<file path="src/rtl/screen_ctl.sv">
// Screen selection controller: frame-synchronous button qualification and
// IDLE/SINGLE/MULTI/OVER screen state machine with registered screen selects.
module screen_ctl #(
  parameter int unsigned HOLD_FRAMES = 3,
  parameter int unsigned END_FRAMES  = 120
) (
  input  logic clk65MHz,
  input  logic rst,
  input  logic vblnk,
  input  logic btn_single,
  input  logic btn_multi,
  input  logic btn_back,
  input  logic game_over,
  output logic frame_start,
  output logic screen_idle,
  output logic screen_single,
  output logic screen_multi,
  output logic screen_over
);

  typedef enum logic [1:0] {IDLE, SINGLE, MULTI, OVER} state_t;

  state_t     state, nxt;
  logic       vblnk_d;
  logic [3:0] hold [3];
  logic [2:0] btn;
  logic [2:0] qual;
  logic       pending;
  logic [7:0] end_cnt;
  logic       mode, nxt_mode;
  logic       load_end;

  assign btn = {btn_back, btn_multi, btn_single};

  // Hold counters saturate at HOLD_FRAMES, so the one-frame match on
  // HOLD_FRAMES-1 doubles as the no-auto-repeat lock until a low sample.
  always_comb begin
    for (int unsigned i = 0; i < 3; i++) begin
      qual[i] = frame_start && btn[i] && (hold[i] == 4'(HOLD_FRAMES - 1));
    end
  end

  always_comb begin
    nxt      = state;
    nxt_mode = mode;
    load_end = 1'b0;
    if (frame_start) begin
      case (state)
        IDLE: begin
          if (qual[0]) begin
            nxt      = SINGLE;
            nxt_mode = 1'b0;
          end else if (qual[1]) begin
            nxt      = MULTI;
            nxt_mode = 1'b1;
          end
        end
        SINGLE, MULTI: begin
          if (qual[2]) begin
            nxt = IDLE;
          end else if (pending) begin
            nxt      = OVER;
            load_end = 1'b1;
          end
        end
        OVER: begin
          if (qual[2] || end_cnt <= 8'd1) nxt = IDLE;
        end
        default: nxt = IDLE;
      endcase
    end
  end

  always_ff @(posedge clk65MHz) begin
    if (rst) begin
      state         <= IDLE;
      vblnk_d       <= 1'b0;
      frame_start   <= 1'b0;
      for (int unsigned i = 0; i < 3; i++) hold[i] <= '0;
      pending       <= 1'b0;
      end_cnt       <= '0;
      mode          <= 1'b0;
      screen_idle   <= 1'b1;
      screen_single <= 1'b0;
      screen_multi  <= 1'b0;
      screen_over   <= 1'b0;
    end else begin
      vblnk_d     <= vblnk;
      frame_start <= vblnk & ~vblnk_d;

      // A pulse landing in a frame_start cycle is kept for the next frame.
      if (game_over)        pending <= 1'b1;
      else if (frame_start) pending <= 1'b0;

      if (frame_start) begin
        for (int unsigned i = 0; i < 3; i++) begin
          if (!btn[i])                            hold[i] <= '0;
          else if (hold[i] != 4'(HOLD_FRAMES))    hold[i] <= hold[i] + 4'd1;
        end
      end

      if (load_end)
        end_cnt <= 8'(END_FRAMES);
      else if (frame_start && state == OVER && end_cnt != '0)
        end_cnt <= end_cnt - 8'd1;

      state         <= nxt;
      mode          <= nxt_mode;
      screen_idle   <= (nxt == IDLE);
      screen_single <= (nxt == SINGLE) || (nxt == OVER && !nxt_mode);
      screen_multi  <= (nxt == MULTI)  || (nxt == OVER &&  nxt_mode);
      screen_over   <= (nxt == OVER);
    end
  end

endmodule

</file>
<file path="config.mk">
export PLATFORM = sky130hd
export DESIGN_NAME = screen_ctl
export DESIGN_NICKNAME = d
export VERILOG_FILES = /design/src/rtl/screen_ctl.sv
export SDC_FILE = /design/constraint.sdc
export NUM_CORES = 1
export LEC_CHECK = 0
export ABC_AREA = 1
export BUFFER_PORTS_ARGS = -buffer_cell sky130_fd_sc_hd__buf_2
export CAP_MARGIN = 25
export CORE_ASPECT_RATIO = 1.5
export CORE_MARGIN = 8
export CORE_UTILIZATION = 51
export CTS_CLUSTER_DIAMETER = 60
export DETAILED_ROUTE_END_ITERATION = 7
export PLACE_DENSITY_LB_ADDON = 0.12
export SYNTH_ARGS = -nofsm -noshare
export SYNTH_HDL_FRONTEND = slang
export SYNTH_SLANG_ARGS = --single-unit
</file>
<file path="constraint.sdc">
create_clock -name clk65MHz -period 2.45 [get_ports clk65MHz]
set_clock_uncertainty 0.1 [all_clocks]
set_input_delay 0.1225 -clock clk65MHz [delete_from_list [all_inputs] [get_ports clk65MHz]]
set_output_delay 0.1225 -clock clk65MHz [all_outputs]
set_load 0.02 [all_outputs]
</file>
==> metrics.md, run 1 <==
| Metric | Value |
|---|---|
| TritonCTS clock tree | `yes` |
| Synthesized instance count | `199` |
| Crit path max-delay family | `compound AO/OA/AOI/OAI gates` |
| Antenna diodes | `0` |
| Net Switching | `~260 µW` |
| DRC viols | `0` |
| Critical path class | `reg -> reg` |
| Sequential power share | `52.8%` |
| Crit path time final | `1.889 ns` |
| Static leakage | `between 0.8 and 0.9 nW` |
| Unique cell type count in the Yosys netlist | `23` |
| M1 WL | `1193 µm` |
| Critical R2R Launch | `hold[1][0]` |
| Share of post-route cells with drive strength above 1 | `12.33%` |
| Largest stage delay, worst path | `0.40 ns` |
| CP endpoint kind | `flop` |
| Switch share | `roughly a quarter` |
| Worst rel slew slack | `72.84%` |
| CP Max Fanout | `5` |
| Total grt overflow | `0` |
| Vias in the first global route | `1309` |
| Pint | `799.8 µW` |
| CORE AREA | `just over 3000 µm²` |
| Clock Pin Slew Worst Setup and Hold Paths | `0.06 ns` |
| FP Rows | `25` |
| #FFs+latches synth | `30` |
| Fin Setup TNS | `0 ns` |
| Most numerous cell in the Yosys netlist | `nand2_1` |
| Hold Vio Cnt, Final | `0` |
| Fin crit share | `between 70% and 80%` |
| WL final | `3034 µm` |
| Worst R2R Path Depth | `5` |
| CP Cell Sequence | `ha_1 > inv_1 > or2_2 > o211ai_1 > o211ai_1` |
| Fmax | `0.5294 GHz` |
| CP Launch Point | `hold[1][0]` |
| Setup repair bufs after CTS | `0` |
| Root Driver | `clkbuf_8` |
| DR WL met2 | `1662 µm` |
| Critical path startpoint category | `flop` |
| Asr flop ratio synth | `0%` |
| Warnings from Yosys | `0` |
| Cell Area, Synth | `1585 µm²` |
| CTS H-Tree Depth | `2` |
| Ys flop type | `dfxtp_1` |
| Top sig layer | `met4` |
| Critical path depth | `5` |
| Total GRT Usage | `a little over an eighth` |
| Dominant cells by area after synthesis | `dfxtp_1 23%, edfxtp_1 23%, ha_1 8.7%, nand2_1 8.3%, inv_1 7.8%` |
| Fin area | `1799 µm²` |
| Slew @ Worst Pin | `0.4055 ns` |
| Nets | `236` |
| Leading area contributor after synthesis | `dfxtp_1` |
| Register area | `720.7 µm²` |
| Num CTS Buffers | `5` |
| Cell depth of the worst min-delay path | `2` |
| Logic pwr share | `8.5%` |
| # resized after CTS | `0` |
| Share of the synthesized area in the top cell type | `22.73%` |
| I/O pin total | `12` |
| Clock share of power | `about 39%` |
| Post-synth top cells | `35 x nand2_1, 33 x inv_1, 31 x nor2_1` |
| Count of input and output buffers | `11` |
| Antenna Violating Nets Remaining | `0` |
| CTS sink cnt | `30` |
| First-pass GRT wire length | `approximately 5400 µm` |
| Vias per inst | `4.938` |
| Syn Area/Cell | `about 8 µm²` |
| Initial antenna violation count | `0` |
| Initial DRC count | `34` |
| Die span in x | `61.52 µm` |
| Die outline area | `5185 µm²` |
| HP Start | `rst` |
| Pwr/cell area | `~600 nW/µm²` |
| Status | `finished, final reports clean` |
| Syn Nets | `217` |
| Area delta synth->final | `13.50%` |
| Vias | `1279` |
| WL met3 | `~120 µm` |
| Setup violators final | `0` |
| Area of the multi-input gates | `730.7 µm²` |
| CP bufs+invs | `1` |
| Maximum number of pins on one net before global-route repair | `10` |
| Fin Hold WS | `0.02036 ns` |
| WP data arrival | `roughly 1.8 ns` |
| Total iterations of the first detailed-routing run | `4` |
| Crit path top cell by count | `o211ai_1` |
| Starting utilization of the core area | `51.71%` |
| Sequential-to-total area share from yosys stat | `between 40% and 50%` |
| Worst-skew pair later-pin latency | `0.28 ns` |
| Worst hold path class | `in -> reg` |
| CP required | `2.34 ns` |
| DP Area | `1688 µm²` |
| Placer Congestion | `0.7490` |
| Max Buffers Root-to-Sink | `2` |
| Placed wire-length estimate | `2340 µm` |
| Critical path's slowest cell | `edfxtp_1` |
| EDFF count, synth | `12` |
| Maximum VDD drop | `433.3 µV` |
| RSZ-0062 raised after global routing | `no` |
| Slew Limit Fails | `0` |
| Fillers | `308` |
| Max_cap viols | `0` |
| Die span in y | `84.28 µm` |
| Routed len/inst | `between 10 and 15 µm` |
==> per-stage QoR <==
stage	instances	util [%]	power [mW]	setup slack (ns)
2_1_floorplan	199	-	0.6277	0.7190
3_3_place_gp	249	55.06	0.6509	0.6714
3_5_place_dp	249	55.06	0.6550	0.5580
4_1_cts	259	58.69	1.064	0.5523
5_1_grt	259	58.69	1.109	0.3961
6_report	259	58.69	1.055	0.5612
==> power groups by stage <==
stage	Sequential, mW	Clock (mW)	Combinational, mW
3_3_place_gp	0.566	0	0.0845
5_1_grt	0.560	0.446	0.103
6_report	0.557	0.408	0.0894
2_1_floorplan	0.569	0	0.0592
3_5_place_dp	0.568	0	0.0869
4_1_cts	0.557	0.416	0.0902
==> per-layer routing <==
| layer | global-route usage [%] | vias to the layer above |
|---|---|---|
| li1 | - | 679 |
| met1 | 12.96 | 577 |
| met2 | 24.31 | 15 |
| met3 | 4.740 | 8 |
| met4 | 6.667 | 0 |
| met5 | 0 | - |
==> path summary, 6_finish.rpt <==
check / endpoint / slack [ns]
worst max register to register: hold[1][2] / 0.56
worst max-delay path: hold[1][2] / 0.56
worst min register to register: frame_start / 0.29
worst min-delay path: end_cnt[4] / 0.02
==> registers in the layout, indices dropped and copies added (netlist names) <==
name	flops
end_cnt	8
frame_start	1
hold	12
mode	1
pending	1
screen_idle	1
screen_multi	1
screen_over	1
screen_single	1
state	2
vblnk_d	1
==> cells by family (layout without fill, tap and decap cells) <==
family	Yosys count	in the layout	synth area share (%)
AO/OA/AOI/OAI	27	27	10.26
buffers and inverters	35	55	8.445
adder cells (fa/ha/maj)	11	11	8.682
XOR/XNOR	4	4	2.210
flip-flops	30	30	45.46
AND/OR/NAND/NOR	92	92	24.94
==> layout make-up <==
type / count / share of cell area, %
clock inverters: 1 / 0.2782
inverters: 33 / 6.885
repair buffers: 14 / 4.590
multi-input cells: 134 / 40.61
clock buffers: 7 / 4.798
flip-flops and latches: 30 / 40.06
well taps: 40 / 2.782
==> what timing repair did <==
| action | 4_1_cts | 5_1_grt |
|---|---|---|
| hold buffers | 2 | 0 |
| setup endpoints to repair | 0 | 0 |
| endpoints found under the hold margin | 3 | 0 |
==> placed cells by master, fill, tap and decap left out <==
cell / count
nand2_1: 35
inv_1: 33
nor2_1: 31
dfxtp_1: 18
nand3_1: 15
edfxtp_1: 12
ha_1: 11
buf_2: 11
a21oi_1: 10
o21ai_0: 6
clkbuf_8: 6
o211ai_1: 4
nor2_2: 4
nand4_1: 3
xor2_1: 3
or2_2: 2
a31oi_1: 2
o21bai_1: 2
dlygate4sd3_1: 2
o2111ai_1: 1
nor2_4: 1
a21oi_2: 1
a211oi_1: 1
xnor2_1: 1
nor3_1: 1
clkinv_2: 1
clkbuf_1: 1
buf_4: 1
Note: power is estimated with default switching activity, not from simulation.
==> inputs of run 2 (changes only) <==
- clock period: 2.45 -> 1.9 ns (I/O delays scaled with it)
==> run 2 against run 1 <==
  * The run now ends with negative hold slack left
  * Final cell count is 1.2% higher
  * Register-to-register slack lost 0.49 ns
  * Sequential share of layout area fell by 0.50 points
  * Die area stayed put
  * Critical path depth is 5 higher
  * Maximum frequency rose by 3.5%
  * Routed wire length is 4.8% higher
==> metrics.md, run 2 (synthesized netlist as in run 1, its figures left out) <==
| Metric | Value |
|---|---|
| CP required | `2.03 ns` |
| Total grt overflow | `0` |
| Crit path time final | `1.824 ns` |
| CORE AREA | `~3100 µm²` |
| Fin area | `~1800 µm²` |
| Crit path max-delay family | `simple AND/OR/NAND/NOR gates` |
| Slew @ Worst Pin | `0.4464 ns` |
| CP Max Fanout | `9` |
| FP Rows | `25` |
| Vias in the first global route | `1348` |
| R2R Setup Slk | `between 0.07 and 0.08 ns` |
| Num CTS Buffers | `5` |
| CP endpoint kind | `flop` |
| Die span in y | `84.28 µm` |
| Initial DRC count | `37` |
| Slew Limit Fails | `0` |
| Initial antenna violation count | `0` |
| Nets | `239` |
| Total iterations of the first detailed-routing run | `4` |
| Crit path top cell by count | `inv_1` |
| Fmax | `0.5482 GHz` |
| Critical path's slowest cell | `dfxtp_1` |
| Biggest regs | `hold x12, end_cnt x8, state x2` |
| Maximum VDD drop | `roughly 440 µV` |
| DP Area | `1703 µm²` |
| Static leakage | `roughly 0.86 nW` |
| Most frequent cells in the layout | `35 x nand2_1, 33 x inv_1, 31 x nor2_1, 18 x dfxtp_1, 15 x nand3_1` |
| CP Launch Point | `end_cnt[0]` |
| Share of post-route cells with drive strength above 1 | `13.51%` |
| CTS H-Tree Depth | `2` |
| Antenna diodes | `0` |
| Worst hold path class | `in -> reg` |
| Most common cell after layout, fill and taps aside | `nand2_1` |
| Vias | `1339` |
| Largest stage delay, worst path | `roughly 0.37 ns` |
| WL final | `3181 µm` |
| Fin Hold WS | `-0.003285 ns` |
| Status | `complete, but fails checks` |
| I/O pin total | `12` |
| Worst R2R End | `end_cnt[5]` |
| Pwr/cell area | `approximately 740 nW/µm²` |
| Critical path startpoint category | `flop` |
| Clock Pin Slew Worst Setup and Hold Paths | `approximately 0.060 ns` |
| Critical R2R Launch | `end_cnt[0]` |
| Setup WS post-layout | `0.07590 ns` |
| Hold Vio Cnt, Final | `2` |
| Routed len/inst | `12.14 µm` |
| CP Cell Sequence | `inv_1 > ha_1 > nand2_1 > nor2_2 > nor2_4 > nand4_1 > buf_4 > nor2_1 > o21ai_1 > inv_1` |
| Worst R2R Path Depth | `10` |
| Starting utilization of the core area | `51.71%` |
| Antenna Violating Nets Remaining | `0` |
| Placed wire-length estimate | `2488 µm` |
| CP bufs+invs | `3` |
| Biggest register | `hold` |
| TritonCTS clock tree | `yes` |
| Worst rel slew slack | `70.11%` |
| Failing checks | `negative hold slack` |
| DRC viols | `0` |
| Die outline area | `5185 µm²` |
| WP data arrival | `roughly 2 ns` |
| Root Driver | `clkbuf_8` |
| Max Buffers Root-to-Sink | `2` |
| Pre-CTS setup slack | `approximately 0.11 ns` |
| Fin crit share | `a little over nine tenths` |
| Area delta synth->final | `14.92%` |
| Maximum number of pins on one net before global-route repair | `10` |
| Worst-skew pair later-pin latency | `between 0.2 and 0.3 ns` |
| Critical path depth | `10` |
| Critical Path End | `end_cnt[5]` |
| Largest register FFs | `12` |
| Setup violators final | `0` |
| Die span in x | `around 62 µm` |
| Critical path class | `reg -> reg` |
| First-pass GRT wire length | `5540 µm` |
| Placer Congestion | `0.8178` |
| Vias per inst | `5.111` |
| CTS sink cnt | `30` |
| Count of input and output buffers | `11` |
| Max_cap viols | `0` |
| Total GRT Usage | `13.89%` |
[run 2: where the power goes]
part,leakage (nW),switching [mW],internal (mW)
combinational,0.541,0.0729,0.0444
clock,0.0482,0.229,0.291
sequential,0.273,0.0214,0.697
[run 2: metrics by stage]
step           setup TNS, ns  utilization (%)  cells  power [mW]
2_1_floorplan              0                -    199      0.8094
3_3_place_gp               0            55.55    251      0.8421
3_5_place_dp               0            55.55    251      0.8477
4_1_cts                    0            59.18    261       1.369
5_1_grt            -0.008257            59.43    262       1.423
6_report                   0            59.43    262       1.356
[run 2: metal layers]
layer	routed length, µm	part of all wire (%)	track usage, %	vias to the layer above
li1	-	-	-	684
met1	1233	39	12.82	616
met2	1750	55	25.45	31
met3	125	3.9	3.823	8
met4	72	2.3	7.083	0
met5	0	0	0	-
[run 2: what timing repair did]
item	in CTS	in global routing
buffers inserted	0	1
endpoints found under the setup margin	0	1
hold buffers	2	0
gates resized for setup	0	1
endpoints found under the hold margin	3	0
[run 2: cell type report]
type,count,area (µm²)
clock buffer,7,86.33
clock inverter,1,5.005
fill,303,1244
inverter,33,123.9
multi-input combinational,134,730.7
sequential,30,720.7
tap,40,50.05
timing repair buffer,17,105.1
[run 2: how the worst min path moves through the flow]
stage                    from        to  slack, ns  cells after the start
CTS                       rst  state[0]      0.002                      2
floorplan           game_over   pending       0.11                      2
detailed placement  game_over   pending       0.22                      3
finish                    rst  state[0]     -0.003                      2
global placement    game_over   pending       0.20                      3
global route              rst  state[0]      0.004                      2
[run 2: worst register-to-register path, stage by stage (launching register included)]
cell	delay, ns
dfxtp_1	0.37
inv_1	0.10
ha_1	0.25
nand2_1	0.11
nor2_2	0.07
nor2_4	0.17
nand4_1	0.20
buf_4	0.19
nor2_1	0.08
o21ai_1	0.08
inv_1	0.05
==> inputs of run 3 (changes only) <==
- MAX_ROUTING_LAYER: default -> met4
==> run 3 against run 2 <==
  * The run still ends with negative hold slack left
  * Cell area stayed put
  * Clock power is essentially flat
  * Final cell count stayed put
  * Critical path depth is the same
  * Core utilization stayed put
==> metrics.md, run 3 (synthesized netlist as in run 1, its figures left out) <==
| Metric | Value |
|---|---|
| Logic pwr share | `8.6%` |
| Crit path time final | `1.823 ns` |
| Maximum number of pins on one net before global-route repair | `10` |
| CTS sink cnt | `30` |
| Root Driver | `clkbuf_8` |
| Fin area | `1822 µm²` |
| Share of post-route cells with drive strength above 1 | `13.51%` |
| Status | `complete, but fails checks` |
| Worst hold path class | `in -> reg` |
| Largest register FFs | `12` |
| Fin Hold WS | `-0.001651 ns` |
| Die span in y | `84.28 µm` |
| Worst rel slew slack | `70.11%` |
| Largest stage delay, worst path | `0.37 ns` |
| DRC viols | `0` |
| Die outline area | `a little over 5000 µm²` |
| Pre-CTS setup slack | `0.1107 ns` |
| CP Max Fanout | `9` |
| Vias | `approximately 1300` |
| Fin cells | `262` |
| CTS H-Tree Depth | `2` |
| Crit path top cell by count | `inv_1` |
| Crit path max-delay family | `simple AND/OR/NAND/NOR gates` |
| Total iterations of the first detailed-routing run | `4` |
| Vias in the first global route | `about 1300` |
| Nets | `239` |
| Count of input and output buffers | `11` |
| Max_cap viols | `0` |
| Fin crit share | `a little over nine tenths` |
| FP Rows | `25` |
| Die span in x | `around 60 µm` |
| Clock Pin Slew Worst Setup and Hold Paths | `roughly 0.060 ns` |
| Clock share of power | `38.4%` |
| Critical path startpoint category | `flop` |
| Slew Limit Fails | `0` |
| Max Buffers Root-to-Sink | `2` |
| First-pass GRT wire length | `5540 µm` |
| CP bufs+invs | `3` |
| CP required | `2.03 ns` |
| Initial antenna violation count | `0` |
| WP data arrival | `1.95 ns` |
| Setup WS post-layout | `~0.077 ns` |
| Critical R2R Launch | `end_cnt[0]` |
| Pwr/cell area | `744.4 nW/µm²` |
| Failing checks | `negative hold slack` |
| Num CTS Buffers | `5` |
| TritonCTS clock tree | `yes` |
| Slew @ Worst Pin | `0.4464 ns` |
| Switch share | `23.83%` |
| I/O pin total | `12` |
| Placed cell count | `251` |
| Fillers | `roughly 300` |
| Biggest regs | `hold x12, end_cnt x8, state x2` |
| R2R Setup Slk | `0.08 ns` |
| Worst R2R End | `end_cnt[5]` |
| CORE AREA | `3065 µm²` |
| Critical path class | `reg -> reg` |
| Most frequent cells in the layout | `35 x nand2_1, 33 x inv_1, 31 x nor2_1, 18 x dfxtp_1, 15 x nand3_1` |
| CP endpoint kind | `flop` |
| CP Launch Point | `end_cnt[0]` |
| Fmax | `about 0.55 GHz` |
| Area delta synth->final | `14.92%` |
| CP Cell Sequence | `inv_1 > ha_1 > nand2_1 > nor2_2 > nor2_4 > nand4_1 > buf_4 > nor2_1 > o21ai_1 > inv_1` |
| Pint | `approximately 1.0 mW` |
| Critical path's slowest cell | `dfxtp_1` |
| Routed len/inst | `12.15 µm` |
| Worst R2R Path Depth | `10` |
| Cell depth of the worst min-delay path | `2` |
| Placer Congestion | `0.8300` |
| Worst-skew pair later-pin latency | `between 0.2 and 0.3 ns` |
| Most common cell after layout, fill and taps aside | `nand2_1` |
| WL final | `3184 µm` |
| Endpoint, Worst Hold | `state[0]` |
| Placed wire-length estimate | `2488 µm` |
| Initial DRC count | `45` |
| Starting utilization of the core area | `51.71%` |
| Net Switching | `323.2 µW` |
| Total grt overflow | `0` |
| Fin Setup TNS | `0 ns` |
| Total GRT Usage | `around 14%` |
| Antenna diodes | `0` |
| Biggest register | `hold` |
| Maximum VDD drop | `about 440 µV` |
| HP Start | `rst` |
| Hold Vio Cnt, Final | `2` |
| Setup violators final | `0` |
| Sequential power share | `53.0%` |
| Tot Pwr | `1.356 mW` |
| Vias per inst | `5.111` |
| DP Area | `1703 µm²` |
| Antenna Violating Nets Remaining | `0` |
| Static leakage | `0.8614 nW` |
## run 3: cell counts in the layout (fill, tap and decap cells not counted)
No cell type changed its count.
## run 3: what timing repair did
action                                  CTS  global route
buffers inserted                          0             1
hold buffers                              2             0
resized for setup                         0             1
hold endpoints to repair                  3             0
endpoints found under the setup margin    0             1
## run 3: metal layers
layer,global-route usage (%),vias up,routed length [µm]
li1,-,684,-
met1,12.82,616,1238
met2,25.45,31,1748
met3,3.823,8,123
met4,7.083,0,74
met5,-,-,0
## run 3: worst max path at each step
stage / endpoint / slack (ns) / depth (start not counted)
5_1_grt: end_cnt[5] / -0.008 / 10
3_5_place_dp: end_cnt[5] / 0.11 / 10
6_report: end_cnt[5] / 0.08 / 10
2_1_floorplan: hold[1][0] / 0.17 / 5
3_3_place_gp: end_cnt[5] / 0.22 / 10
4_1_cts: end_cnt[5] / 0.1 / 10
## run 3: through the flow
step / hold WS (ns) / util, %
global route: 0.004426 / 59.43
global placement: 0.2029 / 55.55
floorplan: 0.1124 / -
finish: -0.001651 / 59.43
CTS: 0.001857 / 59.18
detailed placement: 0.2150 / 55.55
## run 3: area by class of cell
cell class / count / area (µm²) / share of cell area [%]
tap: 40 / 50.05 / 2.747
inverter: 33 / 123.9 / 6.799
sequential: 30 / 720.7 / 39.56
multi-input combinational: 134 / 730.7 / 40.11
timing repair buffer: 17 / 105.1 / 5.769
clock buffer: 7 / 86.33 / 4.739
clock inverter: 1 / 5.005 / 0.2747
## run 3: power groups by stage
stage                     Clock (mW)  Sequential [mW]  Combinational (mW)
after floorplan                    0            0.733              0.0763
after global placement             0            0.731               0.111
after detailed placement           0            0.733               0.114
after CTS                      0.531            0.719               0.118
after global routing           0.565            0.723               0.135
final                          0.520            0.719               0.117
